File: config.mk
export PLATFORM = sky130hd
export DESIGN_NAME = pipe123_drain
export DESIGN_NICKNAME = d
export VERILOG_FILES = /design/src/rtl/pipe123_pkg.sv /design/src/rtl/pipe123_drain.sv
export SDC_FILE = /design/constraint.sdc
export NUM_CORES = 1
export LEC_CHECK = 0
export CAP_MARGIN = 20
export CORE_MARGIN = 2
export CORE_UTILIZATION = 35
export DETAILED_ROUTE_END_ITERATION = 16
export RECOVER_POWER = 100
export SYNTH_ARGS = -nofsm -noshare
export SYNTH_HDL_FRONTEND = slang
export SYNTH_SLANG_ARGS = --single-unit
File: constraint.sdc
create_clock -name clk -period 4 [get_ports clk]
set_input_delay 0.8 -clock clk [delete_from_list [all_inputs] [get_ports clk]]
set_output_delay 0.8 -clock clk [all_outputs]
set_load 0.005 [all_outputs]
File: src/rtl/pipe123_pkg.sv
// Shared types and constants for the three-stage add pipeline and its drain buffer.
// The saturating increment lives here so every block counts events the same way.
package pipe123_pkg;

  localparam int WORD_W        = 8;
  localparam int PIPE_INFLIGHT = 3;

  typedef struct packed {
    logic              valid;
    logic [WORD_W-1:0] data;
  } slot_t;

  function automatic logic [7:0] sat_inc8(input logic [7:0] value);
    if (value == 8'hFF) begin
      return value;
    end else begin
      return value + 8'd1;
    end
  endfunction

endpackage

File: src/rtl/pipe123_drain.sv
// Drain buffer: absorbs the pipeline's unthrottled slot stream into a FWFT FIFO,
// presents it with ready/valid, warns early via almost_full and counts dropped words.
module pipe123_drain
  import pipe123_pkg::*;
#(
  parameter int DEPTH       = 8,
  parameter int AFULL_SLACK = PIPE_INFLIGHT
) (
  input  logic                     clk,
  input  logic                     rst,
  input  logic                     in_valid,
  input  logic [WORD_W-1:0]        in_data,
  output logic                     out_valid,
  output logic [WORD_W-1:0]        out_data,
  input  logic                     out_ready,
  output logic [$clog2(DEPTH):0]   level,
  output logic                     almost_full,
  output logic                     overflow,
  output logic [7:0]               drop_count,
  input  logic                     clr_overflow
);

  localparam int AW = $clog2(DEPTH);
  localparam int LW = AW + 1;
  localparam logic [LW-1:0] AFULL_LEVEL = LW'(DEPTH - AFULL_SLACK);

  slot_t             in_slot_s;
  logic [WORD_W-1:0] mem_r [DEPTH];
  logic [LW-1:0]     wr_ptr_r;
  logic [LW-1:0]     rd_ptr_r;
  logic [LW-1:0]     wr_ptr_nxt_s;
  logic [LW-1:0]     rd_ptr_nxt_s;
  logic [LW-1:0]     level_nxt_s;
  logic [WORD_W-1:0] head_nxt_s;
  logic              full_s;
  logic              pop_s;
  logic              push_s;
  logic              drop_s;
  logic              out_valid_r;
  logic [WORD_W-1:0] out_data_r;
  logic [LW-1:0]     level_r;
  logic              almost_full_r;
  logic              overflow_r;
  logic [7:0]        drop_count_r;

  assign in_slot_s = '{valid: in_valid, data: in_data};

  // Handshake decode and next-state pointers; the head word for next cycle is
  // looked up here so every downstream-facing output can be a plain register.
  always_comb begin
    full_s       = (wr_ptr_r[AW-1:0] == rd_ptr_r[AW-1:0]) && (wr_ptr_r[AW] != rd_ptr_r[AW]);
    pop_s        = out_valid_r & out_ready;
    push_s       = in_slot_s.valid & (~full_s | pop_s);
    drop_s       = in_slot_s.valid & full_s & ~pop_s;
    wr_ptr_nxt_s = wr_ptr_r;
    rd_ptr_nxt_s = rd_ptr_r;
    head_nxt_s   = {WORD_W{1'b0}};
    if (push_s) begin
      wr_ptr_nxt_s = wr_ptr_r + LW'(1);
    end else begin
      wr_ptr_nxt_s = wr_ptr_r;
    end
    if (pop_s) begin
      rd_ptr_nxt_s = rd_ptr_r + LW'(1);
    end else begin
      rd_ptr_nxt_s = rd_ptr_r;
    end
    level_nxt_s = wr_ptr_nxt_s - rd_ptr_nxt_s;
    // A new head that coincides with the slot being written is the incoming word.
    if (level_nxt_s == LW'(0)) begin
      head_nxt_s = {WORD_W{1'b0}};
    end else if (push_s && (rd_ptr_nxt_s[AW-1:0] == wr_ptr_r[AW-1:0])) begin
      head_nxt_s = in_slot_s.data;
    end else begin
      head_nxt_s = mem_r[rd_ptr_nxt_s[AW-1:0]];
    end
  end

  // Storage array; contents deliberately survive reset.
  always_ff @(posedge clk) begin
    if (push_s) begin
      mem_r[wr_ptr_r[AW-1:0]] <= in_slot_s.data;
    end
  end

  // Pointers and registered output view of the FIFO.
  always_ff @(posedge clk or negedge rst) begin
    if (!rst) begin
      wr_ptr_r      <= LW'(0);
      rd_ptr_r      <= LW'(0);
      out_valid_r   <= 1'b0;
      out_data_r    <= {WORD_W{1'b0}};
      level_r       <= LW'(0);
      almost_full_r <= 1'b0;
    end else begin
      wr_ptr_r      <= wr_ptr_nxt_s;
      rd_ptr_r      <= rd_ptr_nxt_s;
      out_valid_r   <= (level_nxt_s != LW'(0));
      out_data_r    <= head_nxt_s;
      level_r       <= level_nxt_s;
      almost_full_r <= (level_nxt_s >= AFULL_LEVEL);
    end
  end

  // Sticky overflow flag and saturating drop counter; a drop beats a clear.
  always_ff @(posedge clk or negedge rst) begin
    if (!rst) begin
      overflow_r   <= 1'b0;
      drop_count_r <= 8'd0;
    end else if (drop_s) begin
      overflow_r   <= 1'b1;
      drop_count_r <= clr_overflow ? 8'd1 : sat_inc8(drop_count_r);
    end else if (clr_overflow) begin
      overflow_r   <= 1'b0;
      drop_count_r <= 8'd0;
    end else begin
      overflow_r   <= overflow_r;
      drop_count_r <= drop_count_r;
    end
  end

  assign out_valid   = out_valid_r;
  assign out_data    = out_data_r;
  assign level       = level_r;
  assign almost_full = almost_full_r;
  assign overflow    = overflow_r;
  assign drop_count  = drop_count_r;

endmodule
Word-level counts from Yosys, hierarchy flattened --
Memory sizes are Yosys's and may differ from the RTL's. Cells that the tools add are included.
Word-level totals: input port bits 13, ROM bits 0, register bits 31, memories kept 1, latch bits 0, RAM bits 64
Operators by class: magnitude comparators 1, divide/modulo/power cells 0, muxes and demuxes 12, bitwise operators 7, equality and inequality tests 5, reduce and logical (&&, ||, !) cells 6, $mul 0, shifts and indexed selects 0, add/sub/neg operators 4
Memory list:
- mem_r | depth 8, bits a word 8, rd ports 1, clocked after memory_dff 0, wr ports 1, line pipe123_drain.sv:28 | logic [WORD_W-1:0] mem_r [DEPTH];
Operators with widths (count):
- 8-bit two-way mux | 6
- 4-bit by 1-bit adder with 4-bit output (second input constant) | 2
- 8-bit by 1-bit adder with 8-bit output (second input constant) | 1
- 8-bit equality test (second input constant) | 1
- 4-bit two-way mux | 2
- 3-bit equality test | 2
- 1-bit AND | 4
- 4-bit by 3-bit greater-or-equal comparator with 1-bit output (second input constant) | 1
- 4-bit zero test | 1
- 1-bit two-way mux | 4
- 4-bit nonzero test | 1
- 4-bit subtractor | 1
- 1-bit logical AND | 2
- 2-bit inequality test (second input constant) | 1
- 1-bit NOT | 2
- 2-bit AND reduction | 1
- 2-bit nonzero test | 1
- 1-bit inequality test | 1
- 1-bit bitwise OR | 1

Depth between registers and ports, before layout --
depth in word-level cells 9, mapped depth 14

Worst setup path after synthesis --
OpenSTA, ideal clock, no wires.
kind input to register, start point input out_ready, end point register out_data_r[0], in the netlist out_data[0], data required time 3.853 ns, stages 10, arrival 3.116 ns, path buffers 1, setup slack 0.737 ns, cell sequence nand2_2 > xor2_1 > buf_6 > inv_1 > ha_1 > inv_1 > fa_1 > nand2b_1 > nor2_1 > a221oi_1
Between the ends: elaborated cells on any way between the ends 12, classes of those cells add/sub: 1; eq/ne: 1; mux: 4; bitwise: 3; reduce/logical: 2; memory: 1
RTL lines:
- start: declaration | line pipe123_drain.sv:15 | input logic out_ready,
- 1-bit AND | line pipe123_drain.sv:52 | pop_s = out_valid_r & out_ready;
- 4-bit two-way mux | line pipe123_drain.sv:63 | if (pop_s) begin
- net rd_ptr_nxt_s[0] | line pipe123_drain.sv:32 | logic [LW-1:0] rd_ptr_nxt_s;
- 4-bit subtractor | line pipe123_drain.sv:68 | level_nxt_s = wr_ptr_nxt_s - rd_ptr_nxt_s;
- net level_nxt_s[1] | line pipe123_drain.sv:33 | logic [LW-1:0] level_nxt_s;
- 4-bit zero test | line pipe123_drain.sv:70 | if (level_nxt_s == LW'(0)) begin
- 8-bit two-way mux | line pipe123_drain.sv:70
- net head_nxt_s[0] | line pipe123_drain.sv:34 | logic [WORD_W-1:0] head_nxt_s;
- end signal: assignment | line pipe123_drain.sv:92 | out_data_r <= {WORD_W{1'b0}};
- end signal: assignment | line pipe123_drain.sv:99 | out_data_r <= head_nxt_s;
- end: declaration | line pipe123_drain.sv:40 | logic [WORD_W-1:0] out_data_r;
The timed path passes the listed nets, and every way through them passes these cells. A chain may end at the register's enable or synchronous reset.

Final worst setup path --
start point input out_ready, end point register out_data_r[0], in the netlist out_data[0]
Between the ends: word-level cells in the longest chain between the ends 7, elaborated cells on any way between the ends 12, classes of those cells add/sub: 1; eq/ne: 1; mux: 4; bitwise: 3; reduce/logical: 2; memory: 1
RTL lines:
- 1-bit AND | line pipe123_drain.sv:52
- 1-bit bitwise OR | line pipe123_drain.sv:53 | push_s = in_slot_s.valid & (~full_s | pop_s);
- 1-bit AND | line pipe123_drain.sv:53
- 4-bit two-way mux | line pipe123_drain.sv:58 | if (push_s) begin
- net wr_ptr_nxt_s[1] | line pipe123_drain.sv:31 | logic [LW-1:0] wr_ptr_nxt_s;
- 4-bit subtractor | line pipe123_drain.sv:68
- 4-bit zero test | line pipe123_drain.sv:70
- 8-bit two-way mux | line pipe123_drain.sv:70
- net head_nxt_s[0] | line pipe123_drain.sv:34
The timed path passes the listed nets, and every way through them passes these cells.

==> flow_summary.yaml <==
status:
  outcome: "finished with violations"
  violations: "max-capacitance violations, max-slew violations"
clocking:
  cts_made_buffers: 9
  clk_pin_slew_ps: 70
  cts.htree.levels: 3
  root_buffer: "clkbuf_16"
  cts_tree: "done"
  postCtsSetupBuffers: 0
  cts.sinks: 95
  hold_buffers: 0
  cts.repair.resized: 0
  cts.path.max_buffers: 2
  clk_latency_ps: 340
run:
  cap_violations: 1
sta:
  min_period_over_period: 0.852
  tightest_slew_ps: 1770
  fmax_ghz: 0.294
  slew_headroom: -0.178
  setup_viol: 0
  finalMaxSlewViolations: 32
  tns_ps: 0
  fin_skew_ps: 6.73
  hold_viol_final: 0
  rsz0062_at_grt: "no"
  final.min_clock_period_ps: 3410
  fin_ws_ps: 593
routing:
  firstDrtPassIters: 4
  num_vias: 2181
  drc: 0
  drtIter0Drc: 150
  viasPerCell: 4.91
  wl_per_cell_um: 17.5
  wirelength_um: 7760
  drtAntennaViolNets: 0
worst_setup_path:
  critPathKind: "input port to flip-flop"
  required_ps: 4240
  cp-end-kind: "flip-flop"
  worstPathMaxFanout: 10
  cp-start-kind: "input port"
  arrival_ps: 3650
floorplanning:
  dieArea_um2: 12200
  initial_core_util: 0.363
  fp.dieH_um: 111
  die_w_um: 111
  core_area_um2: 11000
  num_io_pins: 36
  fp-row-count: 38
synth:
  yosys_warnings: 0
  yosysMostFrequentCell: "edfxtp_1"
  synthFlopType: "edfxtp_1"
  ys_seq_elements: 95
  syn_avg_cell_area_um2: 16.1
  synth_top_area_share: 0.483
  post_synth_most_frequent_cells: "64 x edfxtp_1, 31 x dfrtp_1, 21 x nor2_1, 15 x nand2_1, 13 x xor2_1"
  synth_edf_count: 64
  syn_nets: 268
  yosys.area.top_type: "edfxtp_1"
  ys_seq_area_frac: 0.677
  syn_inst: 248
  synthTopCellsByArea: "edfxtp_1 48%, dfrtp_1 19%, mux4_2 6.2%, mux4_1 3.3%, xor2_1 2.9%"
  syn_area_um2: 3980
  ys_types: 38
  synthArstFlopShare: 0.326
pwr:
  p_sw_frac: 0.340
  p_int_uw: 2640
  vdd_ir_drop_max_uv: 553
  comb_power_share: 0.411
  p_leak_uw: 0.00184
  p_seq_frac: 0.355
  p_switching_uw: 1360
  powerDensity_nw_per_um2: 826
  clkPwrFrac: 0.234
final_layout:
  fillCellCount: 1004
  post-route-util: 0.441
  diodes: 0
  design_area_um2: 4840
  area_growth_pct: 21.6
  drive_above_1_share: 0.112
  fin_nets: 319
  fin_cells: 444
placement:
  placed_cell_area_um2: 4560
  portBuffers: 35
  gp_congestion: 0.799
  dp_hpwl_um: 4940
  post-place-ws_ps: 284
  numPlacedInstances: 428
global_routing:
  grt.total_usage: 0.133
  grt_pass1_vias: 2218
  grt_pass1_wl_um: 12300
  grt-ovfl-total: 0
  grt_max_degree: 32
  antenna_found_initial: 0
worst_hold_path:
  hold_class: "flip-flop to flip-flop"
==> layer usage <==
layer | track usage | share of wire | up-vias
met5 | 0 | 0 | -
met4 | 0.0408 | 0.012 | 0
met3 | 0.0476 | 0.039 | 9
met2 | 0.201 | 0.47 | 50
met1 | 0.181 | 0.47 | 1096
li1 | - | - | 1026
==> layout make-up <==
cell class	instances	area, um^2	share of cell area
timing repair buffer	49	415	0.0857
multi-input combinational	131	1180	0.243
tap	140	175	0.0362
inverter	13	48.8	0.0101
clock inverter	5	88.8	0.0183
sequential	95	2700	0.557
clock buffer	11	243	0.0501
==> layout by cell type, fill, tap and decap left out, types with 11 or more instances in the layout <==
cell type | netlist | routed
nand2_1 | 15 | 16
xor2_1 | 13 | 12
dfrtp_1 | 31 | 31
edfxtp_1 | 64 | 64
mux4_2 | 11 | 11
dlygate4sd3_1 | 0 | 31
inv_1 | 12 | 13
nor2_1 | 21 | 21
clkbuf_1 | 2 | 11
mux2i_1 | 10 | 11
==> power groups by stage <==
stage	clock network, uW	registers [uW]	logic, uW
finish	938	1420	1640
global route	1000	1440	1810
CTS	963	1430	1740
detailed placement	0	1440	1740
global placement	0	1440	1720
floorplan	0	1390	1180
==> worst max-delay path, cell delays in order <==
cell and delay, ps:
clkdlybuf4s50_1 440, nand2_1 230, nand2_1 170, o21ai_1 370, inv_1 130, nand2_1 90, nand2_1 90, ha_1 280
a21o_1 170, a21oi_1 160, xnor2_1 150, xnor2_1 100, buf_4 200, a221oi_1 270
==> per-stage QoR <==
step,hold slack [ps],power (uW)
after floorplan,492,2570
after global placement,519,3160
after detailed placement,524,3190
after CTS,536,4130
after global routing,566,4250
final,526,4000
==> sequential cells by signal (all words and copies together) (netlist names) <==
name         count
rd_ptr_r         4
out_valid        1
mem_r           64
out_data         8
almost_full      1
level            4
drop_count       8
overflow         1
wr_ptr_r         4
==> kinds of logic (layout without fill, tap and decap cells) <==
kind of cell | count (synthesis) | after routing | synth area share
compound gates | 15 | 15 | 0.0286
xor+xnor | 20 | 20 | 0.0440
fa+ha+maj | 7 | 7 | 0.0239
buf+inv | 22 | 78 | 0.0270
flops | 95 | 95 | 0.677
mux | 27 | 27 | 0.126
simple gates | 62 | 62 | 0.0732
==> worst paths after layout <==
path / to / depth (start not counted) / slack, ps / startpoint
hold reg to reg: overflow$_DFFE_PN0P_ / 2 / 530 / overflow$_DFFE_PN0P_
setup / recovery: out_data[0]$_DFF_PN0_ / 14 / 590 / out_ready
hold / removal: overflow$_DFFE_PN0P_ / 2 / 530 / overflow$_DFFE_PN0P_
max in group asynchronous: out_data[5]$_DFF_PN0_ / 1 / 2060 / rst
min in group asynchronous: drop_count[1]$_DFFE_PN0P_ / 1 / 930 / rst
setup reg to reg: out_data[0]$_DFF_PN0_ / 13 / 860 / wr_ptr_r[2]$_DFF_PN0_
(Power assumes the default switching activity.)
